$ cat config.mk
export PLATFORM = sky130hd
export DESIGN_NAME = mul_div_unit
export DESIGN_NICKNAME = d
export VERILOG_FILES = /design/src/rtl/mul_div_unit.sv
export SDC_FILE = /design/constraint.sdc
export NUM_CORES = 1
export LEC_CHECK = 0
export ABC_AREA = 1
export BUFFER_PORTS_ARGS = -buffer_cell sky130_fd_sc_hd__buf_2
export CORE_MARGIN = 4
export CORE_UTILIZATION = 45
export CTS_CLUSTER_SIZE = 30
export DETAILED_ROUTE_END_ITERATION = 10
export GPL_TIMING_DRIVEN = 0
export MAX_ROUTING_LAYER = met4
export SLEW_MARGIN = 40
export SYNTH_ARGS = -nofsm -noshare
export SYNTH_HDL_FRONTEND = slang
export SYNTH_SLANG_ARGS = --single-unit
$ cat constraint.sdc
create_clock -name clk -period 3.4 [get_ports clk]
set_clock_uncertainty 0.15 [all_clocks]
set_input_delay 0.68 -clock clk [delete_from_list [all_inputs] [get_ports clk]]
set_output_delay 0.68 -clock clk [all_outputs]
set_load 0.05 [all_outputs]
$ cat src/rtl/mul_div_unit.sv
// mul_div_unit: iterative multiply/divide unit that owns the architectural
// HI/LO registers of the MIPS core.
//
// Operations (mdu_op):
//   000 NONE, 001 MULT, 010 MULTU, 011 DIV, 100 DIVU,
//   101 MTHI, 110 MTLO, 111 reserved (treated as NONE)
// MULT/MULTU/DIV/DIVU take WIDTH CALC cycles plus one FIXUP cycle.
// Divide by zero skips CALC. MTHI/MTLO complete at the edge where they
// are seen.
//
// Ports:
//   clk      system clock, all state updates on the rising edge
//   rst      synchronous active-high reset
//   mdu_op   operation select, sampled only while idle
//   rs_data  multiplicand / dividend / MTHI-MTLO source
//   rt_data  multiplier / divisor
//   busy     high while an operation is in flight (CALC or FIXUP)
//   done     one-cycle pulse after HI/LO are written by a mul/div
//   hi, lo   architectural HI/LO registers
module mul_div_unit #(
    parameter int unsigned WIDTH = 32
) (
    input  logic             clk,
    input  logic             rst,
    input  logic [2:0]       mdu_op,
    input  logic [WIDTH-1:0] rs_data,
    input  logic [WIDTH-1:0] rt_data,
    output logic             busy,
    output logic             done,
    output logic [WIDTH-1:0] hi,
    output logic [WIDTH-1:0] lo
);

    localparam int unsigned CW = $clog2(WIDTH);

    localparam logic [2:0] OP_MULT  = 3'b001;
    localparam logic [2:0] OP_MULTU = 3'b010;
    localparam logic [2:0] OP_DIV   = 3'b011;
    localparam logic [2:0] OP_DIVU  = 3'b100;
    localparam logic [2:0] OP_MTHI  = 3'b101;
    localparam logic [2:0] OP_MTLO  = 3'b110;

    typedef enum logic [1:0] {
        IDLE,
        CALC,
        FIXUP
    } state_t;

    state_t             state;
    logic [CW-1:0]      cnt;
    logic               is_div;
    logic               div_zero;
    logic               neg_main;   // negate product / quotient
    logic               neg_rem;    // negate remainder (dividend was negative)
    logic [WIDTH-1:0]   opa;        // multiplicand magnitude, or raw dividend on divide-by-zero
    logic [WIDTH-1:0]   opb;        // divisor magnitude
    logic [2*WIDTH-1:0] acc;        // mul: {partial, multiplier}; div: {remainder, quotient}

    logic               signed_op;
    logic [WIDTH-1:0]   a_abs;
    logic [WIDTH-1:0]   b_abs;
    logic [WIDTH:0]     mul_sum;
    logic [WIDTH:0]     div_trial;
    logic [2*WIDTH-1:0] prod_fix;
    logic [WIDTH-1:0]   quot_fix;
    logic [WIDTH-1:0]   rem_fix;

    always_comb begin
        signed_op = (mdu_op == OP_MULT) || (mdu_op == OP_DIV);
        // Negating the most negative value wraps to itself, which read as
        // unsigned is exactly the required magnitude.
        a_abs = (signed_op && rs_data[WIDTH-1]) ? -rs_data : rs_data;
        b_abs = (signed_op && rt_data[WIDTH-1]) ? -rt_data : rt_data;

        // Shift-add step: add multiplicand into the upper half when the
        // current multiplier bit (acc[0]) is set; carry is kept for the shift.
        mul_sum = {1'b0, acc[2*WIDTH-1:WIDTH]} + (acc[0] ? {1'b0, opa} : '0);

        // Restoring step: trial-subtract the divisor from the remainder
        // shifted left by one; a clear top bit means no borrow.
        div_trial = acc[2*WIDTH-1:WIDTH-1] - {1'b0, opb};

        prod_fix = neg_main ? -acc : acc;
        quot_fix = neg_main ? -acc[WIDTH-1:0] : acc[WIDTH-1:0];
        rem_fix  = neg_rem  ? -acc[2*WIDTH-1:WIDTH] : acc[2*WIDTH-1:WIDTH];
    end

    always_ff @(posedge clk) begin
        if (rst) begin
            state    <= IDLE;
            cnt      <= '0;
            is_div   <= 1'b0;
            div_zero <= 1'b0;
            neg_main <= 1'b0;
            neg_rem  <= 1'b0;
            opa      <= '0;
            opb      <= '0;
            acc      <= '0;
            busy     <= 1'b0;
            done     <= 1'b0;
            hi       <= '0;
            lo       <= '0;
        end else begin
            done <= 1'b0;
            case (state)
                IDLE: begin
                    case (mdu_op)
                        OP_MULT, OP_MULTU: begin
                            opa      <= a_abs;
                            acc      <= {{WIDTH{1'b0}}, b_abs};
                            neg_main <= signed_op && (rs_data[WIDTH-1] ^ rt_data[WIDTH-1]);
                            neg_rem  <= 1'b0;
                            is_div   <= 1'b0;
                            div_zero <= 1'b0;
                            cnt      <= '0;
                            busy     <= 1'b1;
                            state    <= CALC;
                        end
                        OP_DIV, OP_DIVU: begin
                            opb      <= b_abs;
                            acc      <= {{WIDTH{1'b0}}, a_abs};
                            neg_main <= signed_op && (rs_data[WIDTH-1] ^ rt_data[WIDTH-1]);
                            neg_rem  <= signed_op && rs_data[WIDTH-1];
                            is_div   <= 1'b1;
                            cnt      <= '0;
                            busy     <= 1'b1;
                            if (rt_data == '0) begin
                                // Raw dividend is kept so HI gets it unmodified.
                                opa      <= rs_data;
                                div_zero <= 1'b1;
                                state    <= FIXUP;
                            end else begin
                                div_zero <= 1'b0;
                                state    <= CALC;
                            end
                        end
                        OP_MTHI: hi <= rs_data;
                        OP_MTLO: lo <= rs_data;
                        default: ;
                    endcase
                end

                CALC: begin
                    if (is_div) begin
                        if (!div_trial[WIDTH]) begin
                            acc <= {div_trial[WIDTH-1:0], acc[WIDTH-2:0], 1'b1};
                        end else begin
                            acc <= {acc[2*WIDTH-2:0], 1'b0};
                        end
                    end else begin
                        acc <= {mul_sum, acc[WIDTH-1:1]};
                    end
                    cnt <= cnt + 1'b1;
                    if (cnt == CW'(WIDTH - 1)) begin
                        state <= FIXUP;
                    end
                end

                FIXUP: begin
                    if (div_zero) begin
                        hi <= opa;
                        lo <= '1;
                    end else if (is_div) begin
                        hi <= rem_fix;
                        lo <= quot_fix;
                    end else begin
                        hi <= prod_fix[2*WIDTH-1:WIDTH];
                        lo <= prod_fix[WIDTH-1:0];
                    end
                    busy  <= 1'b0;
                    done  <= 1'b1;
                    state <= IDLE;
                end

                default: state <= IDLE;
            endcase
        end
    end

endmodule

# Word-level counts from Yosys, hierarchy flattened
# Index checks and enable logic that the tools add are counted.
# totals
regBits,205
out_inout_bits,66
elab_cells,92
in_bits,69
# classes
n_mux,33
reduce_logical,22
bitwise,1
eq_ne,15
n_addsub,8
# op_table
operator,n
32-bit two-way mux,12
64-bit one-hot mux with 2 select lines,2
64-bit two-way mux,3
32-bit one-hot mux with 2 select lines,3
32-bit negation,4
64-bit negation,1
32-bit by 32-bit adder with 33-bit output,1
33-bit by 32-bit subtractor with 33-bit output,1
32-bit logical NOT,1
2-bit AND reduction,9
5-bit one-hot mux with 2 select lines,1
3-bit equality test (second input constant),3
1-bit one-hot mux with 2 select lines,4
2-bit one-hot mux with 2 select lines,2
3-bit by 2-bit equality test with 1-bit output (second input constant),2
2-bit inequality test (second input constant),3
2-bit nonzero test,3
5-bit by 1-bit adder with 5-bit output (second input constant),1
5-bit equality test (second input constant),1
5-bit two-way mux,1
2-bit two-way mux,2
2-bit by 1-bit inequality test with 1-bit output (second input constant),2
2-bit OR reduction,2
4-bit OR reduction,1
10 further kinds,14

# Logic depth before layout (Yosys ltp)
# Gate-level depths: netlist of run 1.
# logic_depth
depth_word,6
ltp_mapped,20
mapped_depth_nobuf,18

# Worst setup path before layout of run 1
# OpenSTA, ideal clock, no wires.
# synth_timing
path_type,flip-flop to flip-flop
startpoint,reg acc[31]
endpoint,reg acc[53]
setup_time_ns,0.138
path_buffers,2
t_arrival_ns,2.244
path_slack_ns,0.868
required_time_ns,3.112
period_less_slack_ns,2.532
path_stages_with_launch,20
cell_sequence,dfxtp_1 -> inv_1 -> ha_1 -> fa_1 -> inv_1 -> nand2_1 -> nand2_1 -> nand3_1 -> nand2_2 -> nand2_2 -> nand2_2 -> nand2_4 -> nand3_2 -> nand2_4 -> buf_8 -> buf_12 -> nand2_2 -> nand3_1 -> nand2_1 -> a21oi_2
# synth_between
elab_chain_len,4
# synth_lines
item,line_no,rtl
start: declaration,57,logic [2*WIDTH-1:0] acc;
start signal: assignment,110,"acc <= {{WIDTH{1'b0}}, b_abs};"
start signal: assignment,121,"acc <= {{WIDTH{1'b0}}, a_abs};"
start signal: assignment,146,"acc <= {div_trial[WIDTH-1:0], acc[WIDTH-2:0], 1'b1};"
33-bit by 32-bit subtractor with 33-bit output,81,"div_trial = acc[2*WIDTH-1:WIDTH-1] - {1'b0, opb};"
64-bit two-way mux,145,if (!div_trial[WIDTH]) begin
64-bit two-way mux,144,if (is_div) begin
64-bit one-hot mux with 2 select lines,105,case (state)
# No other way between the ends.
# A chain may end at the register's enable or synchronous reset.

# Worst setup path in the final report of run 1
# layout_timing
startpoint,reg acc[31]
endpoint,reg acc[59]
# The elaborated chain is that of the path after synthesis.

==> flow_summary.yaml, run 1 <==
outcome:
  status: "completed"
place:
  gp_congestion: 1.094
  hpwlAfterDp_mm: 82.07
  pre_cts_slack_ns: -0.1937
  numPortBuffers: 134
  placed_area_sq_mm: 0.02068
global_route:
  antenna_found_initial: 1
  track_usage_pct: 41.30
  grt_overflow: 0
  grt_pass1_wl_mm: 141.2
  grt_pass1_vias: 22334
  grt_max_degree: 14
job:
  drv_cap: 0
floorplanning:
  dieHeight_um: 215.3
  core_sq_mm: 0.04223
  start_util_pct: 45.77
  die_w_um: 215.3
  pin_count: 135
  die-area_sq_mm: 0.04633
  rows: 75
clock_network:
  post_cts.repair.setup_buffers: 0
  root_buffer: "clkbuf_16"
  tritoncts: "built"
  insertion_delay_ns: 0.58
  htree_levels: 1
  cts_max_path_buffers: 3
  clk_pin_slew_ns: 0.07
  cts_sinks: 205
  cts.repair.resized: 0
  numCtsBuffers: 25
  postCtsHoldBufs: 0
finish:
  final_cell_area_sq_mm: 0.02156
  fin_nets: 3742
  drive_gt1_share_pct: 8.370
  area.growth.synth_to_final_pct: 11.54
timing:
  finalSetupViolCount: 0
  worst_slew_pin_slew_ns: 0.9699
  post-route-period-util_pct: 96.01
  max_freq_ghz: 0.3063
  report.final.slew_viol_count: 0
  fin_ws_ns: 0.1355
  fin_crit_ns: 3.264
  setup-tns-final_ns: 0
  rsz0062_at_grt: "false"
  finalHoldViolations: 0
  relSlewSlack_pct: 35.34
logic_synthesis:
  synthDistinctLibCells: 54
  ys_seq_area_share_pct: 21.23
  syn_area_per_cell_sq_um: 5.619
  yosys_warnings: 0
  synth_cells: 3440
  ys_ff_latch: 205
  synthFlopType: "dfxtp_1"
  yosysTopAreaCellShare_pct: 21.23
  async_flop_share_pct: 0
  syn_area_sq_mm: 0.01933
  ys_top_cells_by_area: "dfxtp_1, nand2_1, inv_1, nand3_1, nor2_1"
  synth_nets: 3581
  synth_top_cell_by_area: "dfxtp_1"
  synth-edff-count: 0
setup_path:
  crit_type: "flop to flop"
  slowest_stage: "dfxtp_1"
  r2r_setup_slack_ns: 0.14
  critPathLaunchType: "flop"
  r2r_start: "acc[31]"
  cp_max_fo: 10
  worstReg2RegEnd: "acc[59]"
  worstSetupEndpoint: "acc[59]"
  r2r_cells: 19
  path_cells: "inv_2, ha_1, fa_1, inv_1, nand2_1, nand2_1, nand3_1, nand2_2, nand2_2, nand2_2, nand2_4, nand2_4, nand2_2, nand2_4, buf_6, nand3_1, nand3_1, nand2_1, a21oi_1"
  cpMostUsedCell: "nand2_2"
  max_stage_delay_ns: 0.51
  cp.arrival_ns: 3.59
  worstPathRequired_ns: 3.72
  worstSetupStartpoint: "acc[31]"
  endpoint_kind: "flop"
power:
  peakVddDrop_v: 0.0003592
  power-per-cell-area_mw_per_mm2: 454.5
  power_mw: 9.799
  p_leak_nw: 10.72
drt:
  drtPass1Iterations: 7
  vias_per_cell: 6.035
  drt_iter0_drc: 3810
  vias: 25105
  drc_errors: 0
  wire_per_inst_um: 23.72
  postRouteAntennaNets: 0
  wl_mm: 98.66
worst_hold_path:
  min_path_type: "primary input to flop"
  hp-start: "rst"
-- stage by stage --
stage                     util, %  hold WS [ns]  instances
after CTS                   51.04        0.2633       4159
after global placement      48.96        0.3076       4113
final                       51.06        0.2768       4160
after detailed placement    48.97        0.3222       4113
after global routing        51.06        0.2725       4160
after floorplan                 -        0.2944       3440
-- state kept, by name, summed over array words and instances, names as in the netlist --
signal	cells
acc	64
busy	1
cnt	5
div_zero	1
done	1
hi	32
is_div	1
lo	32
neg_main	1
neg_rem	1
opa	32
opb	32
state	2
-- worst max-delay path: cells and delay by family (launching register included) --
kind | cells | cell delay, ns
AND/OR/NAND/NOR | 13 | 1.29
adder cells (fa/ha/maj) | 2 | 0.61
flip-flops | 1 | 0.51
buffers and inverters | 3 | 0.49
AO/OA/AOI/OAI | 1 | 0.11
-- power breakdown --
part	switching [mW]	internal [mW]	total, mW	leakage [nW]
Sequential	0.277	2.62	2.89	1.68
Combinational	2.94	1.09	4.03	8.61
Clock	1.19	1.69	2.88	0.429
-- worst min-delay path by stage --
stage	end	slack, ns	cells past startpoint
detailed placement	cnt[2]	0.32	2
finish	state[1]	0.28	2
floorplan	cnt[4]	0.29	2
global route	state[1]	0.27	2
CTS	state[1]	0.26	2
global placement	cnt[4]	0.31	2
-- layer usage --
metal / up-vias / track usage (%) / wire (um)
li1: 11511 / - / -
met1: 11579 / 55.85 / 40560
met2: 1704 / 58.16 / 39790
met3: 311 / 7.698 / 11410
met4: 0 / 22.14 / 6897
met5: - / - / 0
-- Yosys cell counts, types with 39 or more instances --
cell type    n
dfxtp_1    205
a31oi_1     48
nand4_1     39
nand3_1    318
ha_1        70
clkbuf_1   105
nor2_1     401
o21ai_0    252
inv_1      446
xor2_1      49
nand2_1    915
o211ai_1    39
a21oi_1    282
-- cells in the final DEF, fill, tap and decap left out, drive strengths merged, types with 2 or more instances in the layout --
master  synthesis  layout
inv           463     465
ha             70      70
xor2           49      49
nand4          39      39
xnor2           7       7
dfxtp         205     205
clkinv          4      12
bufinv          0       3
o21a            5       5
a21oi         293     293
clkbuf        106     138
a21boi          6       6
nand3         330     330
and3            2       2
nand3b         18      18
fa              2       2
buf            37     171
o31ai           8       8
a211oi          4       4
a21o            2       2
or2            13      13
nand2         938     938
nor3b           2       2
a22o            2       2
nor3           35      35
and2            2       2
o21ai         275     275
nor2          414     414
o211ai         39      39
o21bai         10      10
nor4            7       7
a31oi          48      48
-- area by class of cell --
class	instances	area, sq um
clock inverter	14	181.4
antenna	1	2.502
multi-input combinational	2625	12870
buffer	143	609.3
sequential	205	4105
inverter	467	1753
timing repair buffer	134	670.6
clock buffer	32	691.9
fill	4582	20670
tap	539	674.4
-- cells by family (layout without fill, tap and decap cells) --
group	Yosys count	in the layout	share of synthesized area, %
xor+xnor	56	56	2.537
other cells	0	1	0
simple gates	1800	1800	39.53
flops	205	205	21.23
fa+ha+maj	72	72	4.738
mux	1	1	0.05179
compound gates	696	696	19.71
buf+inv	610	790	12.20
Note: power is estimated with default switching activity, not from simulation.
==> run 2, diff against run 1 <==
- CORE_MARGIN: 4 -> 3
- GPL_TIMING_DRIVEN: 0 -> unset
- RECOVER_POWER: unset -> 25
==> flow_summary.yaml, run 2 (synthesized netlist as in run 1, its figures left out) <==
timing:
  finalHoldViolations: 0
  rsz0062_at_grt: "false"
  finalSetupViolCount: 0
  relSlewSlack_pct: -28.15
  post-route-period-util_pct: 99.02
  setup-tns-final_ns: 0
  worst_slew_pin_slew_ns: 1.922
  report.final.slew_viol_count: 36
  fin_crit_ns: 3.367
  max_freq_ghz: 0.2970
global_route:
  grtUsageMet1_pct: 52.11
  antenna_found_initial: 1
  grt_pass1_wl_mm: 133.7
  grt_max_degree: 73
  met3_usage_pct: 8.346
  met2_usage_pct: 57.88
  track_usage_pct: 40.10
  grt_overflow: 0
  grt_pass1_vias: 21858
  grt.busiest_layer: "met2"
finish:
  multi_input_area_sq_mm: 0.01291
  area.growth.synth_to_final_pct: 11.10
  layout_common_cells: "nand2_1, inv_1, nor2_1"
  drive_gt1_share_pct: 8.139
  regMostFlops: "acc"
  largest_reg_flops: 64
  final_cell_area_sq_mm: 0.02148
  final_common_cell: "nand2_1"
  fillers: 4648
  ff_latch_area_sq_mm: 0.004105
  fin_nets: 3677
power:
  power-per-cell-area_mw_per_mm2: 442.4
  peakVddDrop_v: 0.0003888
  p_leak_nw: 10.59
drt:
  drc_errors: 0
  vias: 24112
  drt_iter0_drc: 3238
  vias_per_cell: 5.894
  wire_per_inst_um: 22.36
  postRouteAntennaNets: 0
  wl_mm: 91.47
  drtPass1Iterations: 8
outcome:
  violations: "max-capacitance violations, max-slew violations"
  status: "finished with violations"
clock_network:
  insertion_delay_ns: 0.57
  htree_levels: 1
  cts_max_path_buffers: 3
  root_buffer: "clkbuf_16"
  post_cts.repair.setup_buffers: 0
  cts_sinks: 205
  numCtsBuffers: 25
  clk_pin_slew_ns: 0.07
  tritoncts: "built"
floorplanning:
  rows: 75
  die-area_sq_mm: 0.04548
  start_util_pct: 45.77
  dieHeight_um: 213.3
  die_w_um: 213.3
  core_sq_mm: 0.04223
  pin_count: 135
setup_path:
  cp_max_fo: 35
  crit_type: "flop to flop"
  endpoint_kind: "flop"
  critPathLaunchType: "flop"
  worstPathRequired_ns: 3.73
  cp.arrival_ns: 3.69
place:
  hpwlAfterDp_mm: 72.94
  numPortBuffers: 134
  placed_area_sq_mm: 0.02073
  gp_congestion: 1.113
worst_hold_path:
  min_path_type: "primary input to flop"
job:
  drv_cap: 1
[run 2: area by class of cell]
type / instances / area share, %
well taps: 539 / 3.140
flip-flops and latches: 205 / 19.12
clock inverters: 8 / 0.3962
clock buffers: 34 / 3.350
diodes: 1 / 0.01165
repair buffers: 211 / 5.692
multi-input cells: 2626 / 60.13
inverters: 467 / 8.162
[run 2: power breakdown]
part	switching, mW	internal, mW	leakage, nW
Combinational	2.84	1.06	8.52
Clock	1.15	1.55	0.395
Sequential	0.276	2.62	1.68
[run 2: final timing paths]
kind | startpoint | to | slack [ns] | cells past startpoint
worst max-delay path | state[1] | hi[29] | 0.03 | 6
worst min register to register | cnt[4] | cnt[4] | 0.32 | 2
worst min-delay path | rs_data[8] | opa[8] | 0.26 | 3
worst max register to register | state[1] | hi[29] | 0.03 | 6
[run 2: critical path, stage by stage, from the launching register on]
cell and delay (ns):
dfxtp_1 0.35, inv_1 0.10, nor2_4 0.05, inv_2 0.10, clkbuf_1 1.38, o21ai_0 0.79, a21oi_1 0.31
[run 2: per-stage QoR]
step           util, %  setup WS [ns]  hold slack, ns  total power, mW  std cells
2_1_floorplan        -         0.8683          0.2944            5.421       3440
3_3_place_gp     49.09         0.1794          0.3065            6.657       4047
3_5_place_dp     49.09         0.1170          0.3109            6.681       4047
4_1_cts          50.99        0.09662          0.2480            9.375       4089
5_1_grt          50.86        0.01318          0.2687            9.968       4091
6_report         50.86        0.03332          0.2635            9.502       4091
[run 2: layer usage]
layer | wire, um | up-vias | share of wire (%)
met2 | 38200 | 1274 | 42
met1 | 37420 | 11172 | 41
met3 | 9526 | 269 | 10
met5 | 0 | - | 0
met4 | 6324 | 0 | 6.9
li1 | - | 11397 | -
[run 2: timing repair]
action | CTS | global route
resized for setup | 0 | 3
endpoints found under the setup margin | 0 | 29
hold buffers | 0 | 0
